--- src/rtl/bitonic_input_packer.sv ---
// bitonic_input_packer: packs a serial element stream into padded frames for the bitonic sorter.
module bitonic_input_packer #(
    parameter int DATA_WIDTH = 4,
    parameter int LOG_INPUT  = 5,
    parameter int ASCENDING  = 1
) (
    input  logic                                       clk,
    input  logic                                       rst,
    input  logic [DATA_WIDTH-1:0]                      in_data,
    input  logic                                       in_valid,
    input  logic                                       in_last,
    input  logic                                       flush,
    output logic                                       in_ready,
    output logic [0:DATA_WIDTH*(2**LOG_INPUT)-1]       y,
    output logic                                       y_valid,
    output logic [LOG_INPUT:0]                         y_count
);
    localparam int N = 2**LOG_INPUT;
    localparam logic [DATA_WIDTH-1:0] pad = (ASCENDING != 0) ? '1 : '0;

    logic [LOG_INPUT-1:0]             cnt;
    logic [N-1:0][DATA_WIDTH-1:0]     frame;
    logic [0:DATA_WIDTH*N-1]          y_next;
    logic                             flushing, accept, close;

    // a pending flush steals the cycle, so the offered element stays with the source
    assign flushing = flush && cnt != '0;
    assign in_ready = !rst && !flushing;
    assign accept   = in_valid && in_ready;
    assign close    = accept && (in_last || cnt == LOG_INPUT'(N-1));

    always_comb begin
        y_next = '0;
        for (int i = 0; i < N; i++)
            y_next[i*DATA_WIDTH +: DATA_WIDTH] = i < int'(cnt) ? frame[i] :
                (i == int'(cnt) && !flushing) ? in_data : pad;
    end

    always_ff @(posedge clk or posedge rst) begin
        if (rst) begin
            cnt     <= '0;
            frame   <= '0;
            y       <= '0;
            y_valid <= 1'b0;
            y_count <= '0;
        end else begin
            y_valid <= close || flushing;
            if (accept)
                frame[cnt] <= in_data;
            if (close || flushing) begin
                y       <= y_next;
                y_count <= flushing ? {1'b0, cnt} : {1'b0, cnt} + (LOG_INPUT+1)'(1);
                cnt     <= '0;
            end else if (accept) begin
                cnt <= cnt + LOG_INPUT'(1);
            end
        end
    end
endmodule

--- config.mk ---
export PLATFORM = sky130hd
export DESIGN_NAME = bitonic_input_packer
export DESIGN_NICKNAME = d
export VERILOG_FILES = /design/src/rtl/bitonic_input_packer.sv
export SDC_FILE = /design/constraint.sdc
export NUM_CORES = 1
export LEC_CHECK = 0
export BUFFER_PORTS_ARGS = -buffer_cell sky130_fd_sc_hd__buf_2
export CAP_MARGIN = 20
export CELL_PAD_IN_SITES_DETAIL_PLACEMENT = 0
export CELL_PAD_IN_SITES_GLOBAL_PLACEMENT = 1
export CORE_MARGIN = 2
export CORE_UTILIZATION = 40
export CTS_BUF_LIST = sky130_fd_sc_hd__clkbuf_8
export CTS_CLUSTER_SIZE = 30
export DETAILED_ROUTE_END_ITERATION = 16
export GPL_TIMING_DRIVEN = 0
export PLACE_DENSITY = 0.78
export SLEW_MARGIN = 20
export SYNTH_ARGS = -nofsm -noshare
export SYNTH_HDL_FRONTEND = slang
export SYNTH_SLANG_ARGS = --single-unit
--- constraint.sdc ---
create_clock -name clk -period 16.1 [get_ports clk]
set_input_delay 3.22 -clock clk [delete_from_list [all_inputs] [get_ports clk]]
set_output_delay 3.22 -clock clk [all_outputs]
set_load 0.005 [all_outputs]
Word level (Yosys, flattened, before mapping)
Index checks and enable logic that the tools add are counted.
Widths: inputs -> output; s select.
- reduce and logical (&&, ||, !) cells: 44
- $mul: 0
- shifts and indexed selects: 0
- add/subtract/negate cells: 2
- bitwise gates (word level): 0
- magnitude comparators: 33
- div/mod/pow operators: 0
- muxes and demuxes: 69
- equal/unequal tests: 32
- operators with widths (operator ; number):
    $mux 4 ; 64
    $bwmux 128 ; 1
    $eq 5x5->1 const A ; 16
    $lt 5x5->1 const A ; 15
    $eq 4x5->1 const A ; 8
    $lt 4x5->1 const A ; 8
    $logic_and 1x1->1 ; 37
    $demux 4 s5 ; 1
    $eq 3x5->1 const A ; 4
    $lt 3x5->1 const A ; 4
    $eq 2x5->1 const A ; 2
    $lt 1x5->1 const A ; 2
    $lt 2x5->1 const A ; 2
    $mux 5 ; 2
    $add 5x1->6 const B ; 1
    $lt 5x6->1 const B ; 1
    $mux 6 ; 1
    $add 5x1->5 const B ; 1
    $eq 1x5->1 const A ; 1
    $eq 5x5->1 const B ; 1
    $ge 5x1->1 const B ; 1
    $logic_not 5->1 ; 1
    $reduce_bool 5->1 ; 1
    $logic_not 1->1 ; 2
    other kinds (2) ; 3
- memories kept: 0
- bits in registers: 268
- bits of input ports: 9
- logic and storage cells: 216
- bits in writable memories: 0
- ROM bits: 0
- bits in latches: 0
- output and inout bits: 136

Longest topological paths before layout
Gate-level depths: netlist of run 1.
- word-level depth: 8
- mapped depth: 14
- mapped depth without buffers: 8

Worst setup path before layout of run 1
No wires, ideal clock.
- kind: input -> output
- from: input port flush
- to: output port in_ready
- buffers on the path: 2
- required time: 12.880 ns
- stages: 5
- setup slack: 8.642 ns
- arrival: 4.238 ns
- cell sequence: clkbuf_1 -> inv_1 -> nor2_1 -> clkbuf_1 -> nor2_1
- longest elaborated chain between the ends: 3
- ends and longest elaborated chain (element ; line ; text):
    start, declared ; 12 ; input logic flush,
    $logic_and 1x1->1 ; 27 ; assign flushing = flush && cnt != '0;
    $logic_not 1->1 ; 28 ; assign in_ready = !rst && !flushing;
    $logic_and 1x1->1 ; 28 ;
    end, declared ; 13 ; output logic in_ready,
Every way passes these cells.

Worst setup path in the final report of run 1
Same ends and word-level chain as after synthesis.

==> metrics.txt, run 1 <==
status finished, final reports clean; fmax 119 MHz; H-Tree Level Count 2; Post-Syn Area 11600 um2; Clock Sinks 264; total vias in the final route 9464; Gate power share 21.9%; worst path arrival time 5.20 ns; vias in the first global route 9595; clk slew on worst S/H paths 0.06 ns; DR iter-0 viols 679; P_int 1220 uW; Routability Congestion 0.975; number of synthesized flops with an enable pin 0; 1st-pass router iterations 5; Synth Net Count 1092; Ports 145; Starting Density 40.5%; Pleak 0.00617 uW; Final ANT Viol Nets 0; P_sw 556 uW; library cells used by synthesis 46; Final WS setup 7.68 ns; All-Layer GR Usage 24.6%; register area share after synthesis 57.1%; Mapped Cells 1077; max_slew headroom 23.7%; post-route clock skew 0.0207 ns; residual DRC count 0; YS warnings 0; share of cells above drive strength 1 27.0%; WL/cell 22.2 um; Post-synth top flop dfrtp_1; global-route wire length before repair 56.8 mm; crit share post-route 52.3%; largest net degree at the start of global routing 104; synthesis-to-finish area growth 17.8%; filler instances 2877; dpl hpwl 26.4 mm; post-CTS setup buffers 0; initial antenna violation count 0; final count of hold timing violations 0; Rows 62; Congestion Overflow GR 0; post-cts hold buffer count 0; dominant cells by area after synthesis dfrtp_1 (57%), mux2_2 (11%), o22ai_1 (4.4%); Async S/R FF share, synth 100%; Max clock buf depth 3; post-CTS sizing 0; Core Footprint 28500 um2; setup_tns 0 ns; Worst VDD drop 0.0538 mV; Reg power frac 47.3%; CP Capture Type primary output; worst-path maximum fanout 10; Max Transition Viols Final 0; Sw Ratio 31.3%; Max Cap Violations 0; fin crit period 8.42 ns; mean post-synth cell area 10.7 um2; chip height 174 um; PortBufs 143; CP required 12.88 ns; drt via density 5.64; synthesized flop and latch total 264; worst slew pin tran 1.14 ns; CP Launch Type input pin; drt total wl 37.3 mm; Inserted Clock Buffers 44; chip width 174 um; pre-CTS setup slack 7.72 ns; worst skew pair latency 0.56 ns; # nets final 1284; CTS tree yes; share of Yosys cell area claimed by the top area cell type 57.1%; clock share of power 30.8%; area leader, netlist dfrtp_1; Tightest Hold Check Type flip-flop to flip-flop; WS Path Type input pin to primary output; RSZ-0062 raised after global routing no; Power Dens Cells 130 nW/um2; number of diodes 0; Clock Tree Root clkbuf_8; die area 30300 um2; setup violators final 0
[logic make-up (layout without fill, tap and decap cells)]
| logic type | Yosys count | count (layout) | share of synthesized area [%] |
|---|---|---|---|
| compound gates | 291 | 291 | 15.1 |
| mux | 119 | 119 | 11.5 |
| buf+inv | 94 | 311 | 3.88 |
| flops | 264 | 264 | 57.1 |
| xor+xnor | 1 | 1 | 0.0757 |
| fa+ha+maj | 6 | 6 | 0.649 |
| simple gates | 302 | 302 | 11.6 |
[registers in the layout (all words and copies together) (netlist names)]
register / flops
cnt: 5
y: 128
frame: 124
y_count: 6
y_valid: 1
[metal layers]
metal,track usage (%),wire length [um],share of wire [%],vias to the layer above
li1,-,-,-,4255
met4,7.70,971,2.6,0
met5,0.321,0,0,-
met2,40.2,17500,47,357
met1,33.2,16200,44,4770
met3,4.99,2560,6.9,82
[power groups by stage]
stage	combinational, uW	sequential (uW)	clock [uW]
after detailed placement	391	851	0
final	388	838	547
after CTS	392	839	555
after floorplan	199	850	0
after global routing	429	853	586
after global placement	384	849	0
[area by class of cell]
cell class                 count  area [um2]  area share (%)
buffer                        87         423            3.11
clock buffer                  51         702            5.15
clock inverter                20        78.8           0.579
inverter                       7        33.8           0.248
multi-input combinational    719        4520            33.2
sequential                   264        6610            48.5
tap                          384         480            3.53
timing repair buffer         146         778            5.71
[critical path: stages]
cell      delay (ns)
clkbuf_1        0.41
inv_1           0.31
nor2_1          0.42
clkbuf_1        0.58
nor2_1          0.10
buf_2           0.15
[metrics by stage]
stage               std cells  power, uW  hold WS, ns  util (%)  instance area [um2]
floorplan                1077       1050        0.450         -                11600
global placement         1604       1230        0.458      44.7                12800
detailed placement       1607       1240        0.465      45.0                12800
CTS                      1678       1790        0.478      47.7                13600
global route             1678       1870        0.498      47.7                13600
finish                   1678       1770        0.470      47.7                13600
[synth_stat cells, drive strengths merged, types with 6 or more instances]
library cell    n
o22ai          81
o21ai          83
buf            24
and2            6
inv             7
a21oi          71
a21o            6
mux2i           6
nand2         128
ha              6
nand3          19
nor2           88
a31oi           7
o32ai          23
mux2          113
clkbuf         63
nand4          13
and3           11
or3             6
nor2b           9
dfrtp         264
[path summary, 6_finish.rpt]
check / start / depth (start not counted) / to / slack, ns
max: flush / 6 / in_ready / 7.68
min: y[51]$_DFFE_PP0P_ / 2 / y[51]$_DFFE_PP0P_ / 0.47
max reg2reg: cnt[3]$_DFFE_PP0P_ / 10 / y[7]$_DFFE_PP0P_ / 12.19
min reg2reg: y[51]$_DFFE_PP0P_ / 2 / y[51]$_DFFE_PP0P_ / 0.47
max in group asynchronous: rst / 4 / y[25]$_DFFE_PP0P_ / 12.01
min in group asynchronous: rst / 2 / y[92]$_DFFE_PP0P_ / 2.82
[cells in the final DEF, fill, tap and decap left out, drive strengths merged, types with 7 or more instances in the layout]
cell and instances:
a21oi 71, a31oi 7, and3 11, buf 170, clkbuf 114, dfrtp 264
inv 24, mux2 113, nand2 128, nand3 19, nand4 13, nor2 88
nor2b 9, o21ai 83, o22ai 81, o32ai 23
(Power assumes the default switching activity.)
==> inputs of run 2 (changes only) <==
--- a/config.mk
+++ b/config.mk
@@ -15,7 +15,7 @@
 export CTS_CLUSTER_SIZE = 30
 export DETAILED_ROUTE_END_ITERATION = 16
 export GPL_TIMING_DRIVEN = 0
-export PLACE_DENSITY = 0.78
+export PLACE_DENSITY = 0.81
 export SLEW_MARGIN = 20
 export SYNTH_ARGS = -nofsm -noshare
 export SYNTH_HDL_FRONTEND = slang
==> constraint.sdc (replaced) <==
create_clock -name clk -period 7 [get_ports clk]
set_input_delay 1.4 -clock clk [delete_from_list [all_inputs] [get_ports clk]]
set_output_delay 1.4 -clock clk [all_outputs]
set_load 0.005 [all_outputs]
==> run 2 against run 1 <==
Critical path depth is 2 higher. Clock skew is 0.0057 ns lower. Critical endpoint unchanged. Largest power group unchanged. Largest cell class unchanged. Sequential share of layout area is 1.1 points lower. Highest routed layer unchanged. Routed wire length is 0.17% lower.
==> metrics.txt, run 2 (synthesis gave the netlist of run 1 again) <==
Biggest register y; CP max stage delay 0.52 ns (-0.06 ns); 1st-pass router iterations 5 (unchanged); commonest non-fill, non-tap cell in the layout dfrtp_1; final count of hold timing violations 0 (unchanged); share of cells above drive strength 1 28.4% (+1.4 points); dpl hpwl 26.7 mm (+0.84%); PortBufs 143 (unchanged); Starting Density 40.5% (unchanged); post-CTS setup buffers 0 (unchanged); Congestion Overflow GR 0 (unchanged); biggest regs y: 128 flops, frame: 124 flops, y_count: 6 flops; H-Tree Level Count 2 (unchanged); Inserted Clock Buffers 45 (+2.3%); Worst VDD drop 0.124 mV (+130%); initial antenna violation count 0 (unchanged); post-cts hold buffer count 0 (unchanged); Final ANT Viol Nets 0 (unchanged); DR iter-0 viols 858 (+26%); status finished, final reports clean; CP Launch Type flip-flop; worst slew pin tran 1.16 ns (+0.0205 ns); max_slew headroom 22.3% (-1.4 points); # nets final 1291 (+0.55%); setup violators final 0 (unchanged); Pleak 0.00630 uW (+2.2%); die area 30300 um2 (unchanged); All-Layer GR Usage 24.4% (-0.20 points); number of flip-flops under the largest register name 128 (unchanged); fmax 204 MHz; WL/cell 22.0 um (-1.2%); worst skew pair latency 0.56 ns (about the same); post-CTS sizing 0 (unchanged); post-route clock skew 0.0151 ns (-0.00567 ns); Ports 145 (unchanged); CP required 5.60 ns (-7.28 ns); commonest cells after routing, fill and taps aside dfrtp_1 (264), buf_2 (154), nand2_1 (128); Slowest-stage cell, CP clkbuf_1; crit share post-route 70.1%; largest net degree at the start of global routing 35 (-66%); Clock Sinks 264 (unchanged); worst-path maximum fanout 10 (unchanged); synthesis-to-finish area growth 20.6%; chip height 174 um (unchanged); global-route wire length before repair 56.7 mm (-0.15%); fin crit period 4.91 ns; Top delay family on crit path buffers and inverters; total power 4340 uW (+140%); Rows 62 (unchanged); Max clock buf depth 3 (unchanged); Tightest Hold Check Type flip-flop to flip-flop; CP Capture Type primary output; setup_tns 0 ns (unchanged); drt total wl 37.2 mm (-0.17%); CP cell instances clkbuf_1, inv_1, ha_1, nor4b_1, nor2_1, clkbuf_1, nor2_1, buf_2; residual DRC count 0 (unchanged); Routability Congestion 0.958 (-1.7%); Power Dens Cells 312 nW/um2 (+140%); WS Path Type flip-flop to primary output; chip width 174 um (unchanged); worst path arrival time 3.51 ns (-1.69 ns); Clock Tree Root clkbuf_8; total vias in the final route 9590 (+1.3%); Max Transition Viols Final 0 (unchanged); vias in the first global route 9517 (-0.81%); Buf/Inv on CP 4 (unchanged); RSZ-0062 raised after global routing no; Core Footprint 28500 um2 (unchanged); CTS tree yes; clk slew on worst S/H paths 0.06 ns (about the same); drt via density 5.65 (+0.26%); Max Cap Violations 0 (unchanged)
-- run 2: cell count changes in the layout (fill, tap and decap cells not counted), sizes merged --
cell | before | now
diode | 0 | 1
clkbuf | 114 | 126
inv | 24 | 17
clkinv | 3 | 5
buf | 170 | 176
bufinv | 0 | 2
clkinvlp | 0 | 2
-- run 2: power breakdown --
part / switching [uW] / leakage (uW) / internal (uW)
Sequential: 148 / 0.00317 / 1780
Combinational: 534 / 0.00257 / 368
Clock: 638 / 0.000560 / 871
-- run 2: cell type report --
class / instances / area [um2]
clock inverter: 19 / 134
antenna: 1 / 2.50
tap: 384 / 480
fill: 2744 / 14600
buffer: 87 / 423
sequential: 264 / 6610
multi-input combinational: 719 / 4520
timing repair buffer: 152 / 883
inverter: 7 / 30.0
clock buffer: 63 / 867
-- run 2: worst register-to-register path, delay by kind of cell (launching register included) --
kind | cells | cell delay, ns
simple gates | 4 | 1.20
compound gates | 1 | 0.28
buf+inv | 4 | 1.72
flops | 1 | 0.36
fa+ha+maj | 1 | 0.19
-- run 2: worst paths after layout --
kind,startpoint,depth (start not counted),endpoint,slack [ns]
max,cnt[0]$_DFFE_PP0P_,8,in_ready,2.09
min,y[11]$_DFFE_PP0P_,2,y[11]$_DFFE_PP0P_,0.47
max reg2reg,cnt[3]$_DFFE_PP0P_,10,y[5]$_DFFE_PP0P_,3.13
min reg2reg,y[11]$_DFFE_PP0P_,2,y[11]$_DFFE_PP0P_,0.47
max in group asynchronous,rst,6,y[87]$_DFFE_PP0P_,4.68
min in group asynchronous,rst,2,y[38]$_DFFE_PP0P_,1.00
-- run 2: stage by stage --
step | cell area (um2) | hold WS, ns | std cells | worst slack [ns] | utilization, %
after detailed placement | 12900 | 0.466 | 1613 | 2.31 | 45.3
after global placement | 12800 | 0.461 | 1604 | 0.521 | 44.7
after CTS | 13900 | 0.479 | 1695 | 2.22 | 48.8
after floorplan | 11600 | 0.450 | 1077 | 2.12 | -
after global routing | 13900 | 0.496 | 1695 | 1.97 | 48.8
final | 13900 | 0.471 | 1696 | 2.09 | 48.8
-- run 2: metal layers --
layer	routed length, um	part of all wire, %	GRT usage [%]
met1	16100	43	33.8
met2	17200	46	38.8
met3	2920	7.8	4.53
met4	1020	2.7	8.40
met5	0	0	0
==> inputs of run 3 (changes only) <==
--- a/config.mk
+++ b/config.mk
@@ -5,6 +5,7 @@
 export SDC_FILE = /design/constraint.sdc
 export NUM_CORES = 1
 export LEC_CHECK = 0
+export ABC_AREA = 1
 export BUFFER_PORTS_ARGS = -buffer_cell sky130_fd_sc_hd__buf_2
 export CAP_MARGIN = 20
 export CELL_PAD_IN_SITES_DETAIL_PLACEMENT = 0
@@ -15,7 +16,7 @@
 export CTS_CLUSTER_SIZE = 30
 export DETAILED_ROUTE_END_ITERATION = 16
 export GPL_TIMING_DRIVEN = 0
-export PLACE_DENSITY = 0.81
+export PLACE_DENSITY = 0.84
 export SLEW_MARGIN = 20
 export SYNTH_ARGS = -nofsm -noshare
 export SYNTH_HDL_FRONTEND = slang
==> constraint.sdc (replaced) <==
create_clock -name clk -period 4.1 [get_ports clk]
set_input_delay 0.82 -clock clk [delete_from_list [all_inputs] [get_ports clk]]
set_output_delay 0.82 -clock clk [all_outputs]
set_load 0.005 [all_outputs]
==> run 3 against run 2 <==
Clock skew rose by 0.012 ns. Critical endpoint unchanged. First-iteration DRC count rose by 69%. Combinational power rose to 4.5 times the previous value. Worst hold slack got worse by 0.13 ns. Core utilization fell by 0.97 points. Count of clock-buffer cells in the layout fell by 3. Power rose by 140%.
==> metrics.txt, run 3 <==
status finished, final reports clean; Biggest register y; # nets final 1903 (+47%); post-synthesis compound-gate area fraction 2.91% (-12 points); Post-synth top flop dfrtp_1; Routability Congestion 0.960 (+0.11%); most frequent cell after synthesis nand2_1; initial antenna violation count 0 (unchanged); Max Cap Violations 0 (unchanged); All-Layer GR Usage 27.3% (+2.9 points); fin crit period 3.85 ns; crit share post-route 93.8%; library cells used by synthesis 27 (-41%); 1st-pass router iterations 6 (+1); RSZ-0062 raised after global routing no; Clock Tree Root clkbuf_8; WS Path Type flip-flop to primary output; max_slew headroom 27.3% (+5.0 points); mux cell area share after synthesis 0% (-12 points); CP max stage delay 0.54 ns (+0.02 ns); Core Footprint 32400 um2 (+13%); Synth Area in XOR/XNOR 0.0669% (-0.0088 points); Adder-Cell Fraction of Synth Area 0.574% (-0.076 points); Final ANT Viol Nets 0 (unchanged); post-CTS sizing 0 (unchanged); CP Capture Type primary output; dominant cells by area after synthesis dfrtp_1 (50%), nand2_1 (20%), nand4_1 (7.5%); number of flip-flops under the largest register name 128 (unchanged); total power 10500 uW (+140%); chip width 185 um (+6.2%); drt via density 5.44 (-3.8%); final count of hold timing violations 0 (unchanged); WL/cell 19.5 um (-11%); CTS tree yes; mean post-synth cell area 7.74 um2 (-28%); worst path arrival time 3.03 ns (-0.48 ns); DR iter-0 viols 1454 (+69%); Synth Net Count 1706 (+56%); Power Dens Cells 680 nW/um2 (+120%); die area 34200 um2 (+13%); simple-gate share of the synthesized area 40.2% (+29 points); biggest regs y: 128 flops, frame: 124 flops, y_count: 6 flops; area leader, netlist dfrtp_1; Rows 66 (+6.5%); CP most frequent cell nor2_4; largest family of logic cells by synthesized area simple AND/OR/NAND/NOR gates; register area share after synthesis 50.5% (-6.7 points); Max clock buf depth 3 (unchanged); Register Area 6610 um2 (unchanged); worst-path maximum fanout 12 (+2); synthesis-to-finish area growth 18.4%; Hold Worst Slack 0.341 ns (-0.130 ns); most instantiated cells after synthesis nand2_1 (687), dfrtp_1 (264), nand3_1 (186), nand4_1 (156), nor2_1 (85); post-route clock skew 0.0271 ns (+0.0120 ns); dpl hpwl 32.2 mm (+21%); filler instances 3388 (+23%); largest net degree at the start of global routing 36 (+2.9%); chip height 185 um (+6.2%); CP Launch Type flip-flop; commonest non-fill, non-tap cell in the layout nand2_1; Pleak 0.00777 uW (+23%); Max Transition Viols Final 0 (unchanged); worst skew pair latency 0.57 ns (about the same); share of Yosys cell area claimed by the top area cell type 50.5% (-6.7 points); clk slew on worst S/H paths 0.06 ns (about the same); PortBufs 140 (-2.1%); Inserted Clock Buffers 47 (+4.4%); Mapped Cells 1691 (+57%); CP required 3.28 ns (-2.32 ns); Async S/R FF share, synth 100% (unchanged); Tightest Hold Check Type input pin to asynchronous set/reset pin; total vias in the final route 12900 (+34%); setup violators final 0 (unchanged); Clock Sinks 264 (unchanged); Multi-input gate area 5730 um2 (+27%); commonest cells after routing, fill and taps aside nand2_1 (687), dfrtp_1 (264), buf_2 (187); Congestion Overflow GR 0 (unchanged); H-Tree Level Count 2 (unchanged); residual DRC count 0 (unchanged); YS warnings 0 (unchanged); CP cell instances inv_1, ha_1, nand2_1, nor2_4, nor2_4, nor2_4, buf_4, buf_4, buf_2; Slowest-stage cell, CP dfrtp_1; number of synthesized flops with an enable pin 0 (unchanged); share of cells above drive strength 1 17.9% (-11 points); global-route wire length before repair 71.2 mm (+26%); Starting Density 40.4% (-0.074 points); Post-Syn Area 13100 um2 (+13%); post-cts hold buffer count 0 (unchanged); post-CTS setup buffers 0 (unchanged); vias in the first global route 12400 (+30%); fmax 260 MHz; Ports 145 (unchanged); worst slew pin tran 1.08 ns (-0.0789 ns); Worst VDD drop 0.312 mV (+150%); drt total wl 46.0 mm (+24%); synthesized flop and latch total 264 (unchanged)
[run 3: cell types whose count changed in the layout (fill, tap and decap cells not counted), sizes merged, moves of 63 or more]
cell / before / now
a21oi: 71 / 8
mux2: 113 / 0
nand2: 128 / 688
nand3: 19 / 196
nand4: 13 / 156
o22ai: 81 / 0
[run 3: stage by stage]
stage | util [%] | std cells | worst slack, ns | cell area, um2 | setup TNS [ns]
3_5_place_dp | 44.9 | 2282 | 0.761 | 14500 | 0
2_1_floorplan | - | 1691 | -0.204 | 13100 | -53.73
5_1_grt | 47.9 | 2363 | 0.171 | 15500 | 0
3_3_place_gp | 44.3 | 2273 | -1.91 | 14300 | -494.83
6_report | 47.9 | 2364 | 0.253 | 15500 | 0
4_1_cts | 47.9 | 2364 | 0.151 | 15500 | 0
[run 3: layout make-up]
type | count | share of cell area [%]
clock buffers | 60 | 5.33
well taps | 442 | 3.57
flip-flops and latches | 264 | 42.6
multi-input cells | 1248 | 37.0
clock inverters | 22 | 0.921
diodes | 1 | 0.0161
plain buffers | 108 | 3.14
inverters | 70 | 1.72
repair buffers | 149 | 5.68
[run 3: path summary, 6_finish.rpt]
| check | from | to | slack [ns] | cells after the start |
|---|---|---|---|---|
| max in group asynchronous | rst | y[81]$_DFFE_PP0P_ | 2.80 | 5 |
| setup / recovery | cnt[0]$_DFFE_PP0P_ | in_ready | 0.25 | 9 |
| hold / removal | rst | y[122]$_DFFE_PP0P_ | 0.34 | 2 |
| hold reg to reg | frame[100]$_DFFE_PP0P_ | frame[100]$_DFFE_PP0P_ | 0.47 | 2 |
| min in group clk | frame[100]$_DFFE_PP0P_ | frame[100]$_DFFE_PP0P_ | 0.47 | 2 |
| setup reg to reg | cnt[0]$_DFFE_PP0P_ | y_count[5]$_DFFE_PP0P_ | 0.57 | 10 |
[run 3: logic make-up (layout without fill, tap and decap cells)]
kind of cell               count (synthesis)  after routing
buffers and inverters                    179            409
other                                      0              1
adders and majority gates                  6              6
AOI/OAI and AO/OA                         62             62
DFF                                      264            264
xor gates and xnor gates                   1              1
and+or+nand+nor                         1179           1179
[run 3: metal layers]
metal / wire [um] / vias to the layer above / track usage (%) / share of wire, %
met3: 4060 / 138 / 5.05 / 8.8
met2: 20300 / 576 / 41.6 / 44
met5: 0 / - / 0 / 0
li1: - / 5974 / - / -
met4: 1990 / 0 / 11.9 / 4.3
met1: 19600 / 6172 / 38.1 / 43
[run 3: worst max-delay path, delay by kind of cell, from the launching register on]
kind	cells	cell delay (ns)
and+or+nand+nor	4	0.70
DFF	1	0.54
buffers and inverters	4	0.91
adders and majority gates	1	0.29
[run 3: power breakdown]
part | internal [uW] | switching, uW
Clock | 1430 | 1120
Sequential | 3470 | 473
Combinational | 1350 | 2700
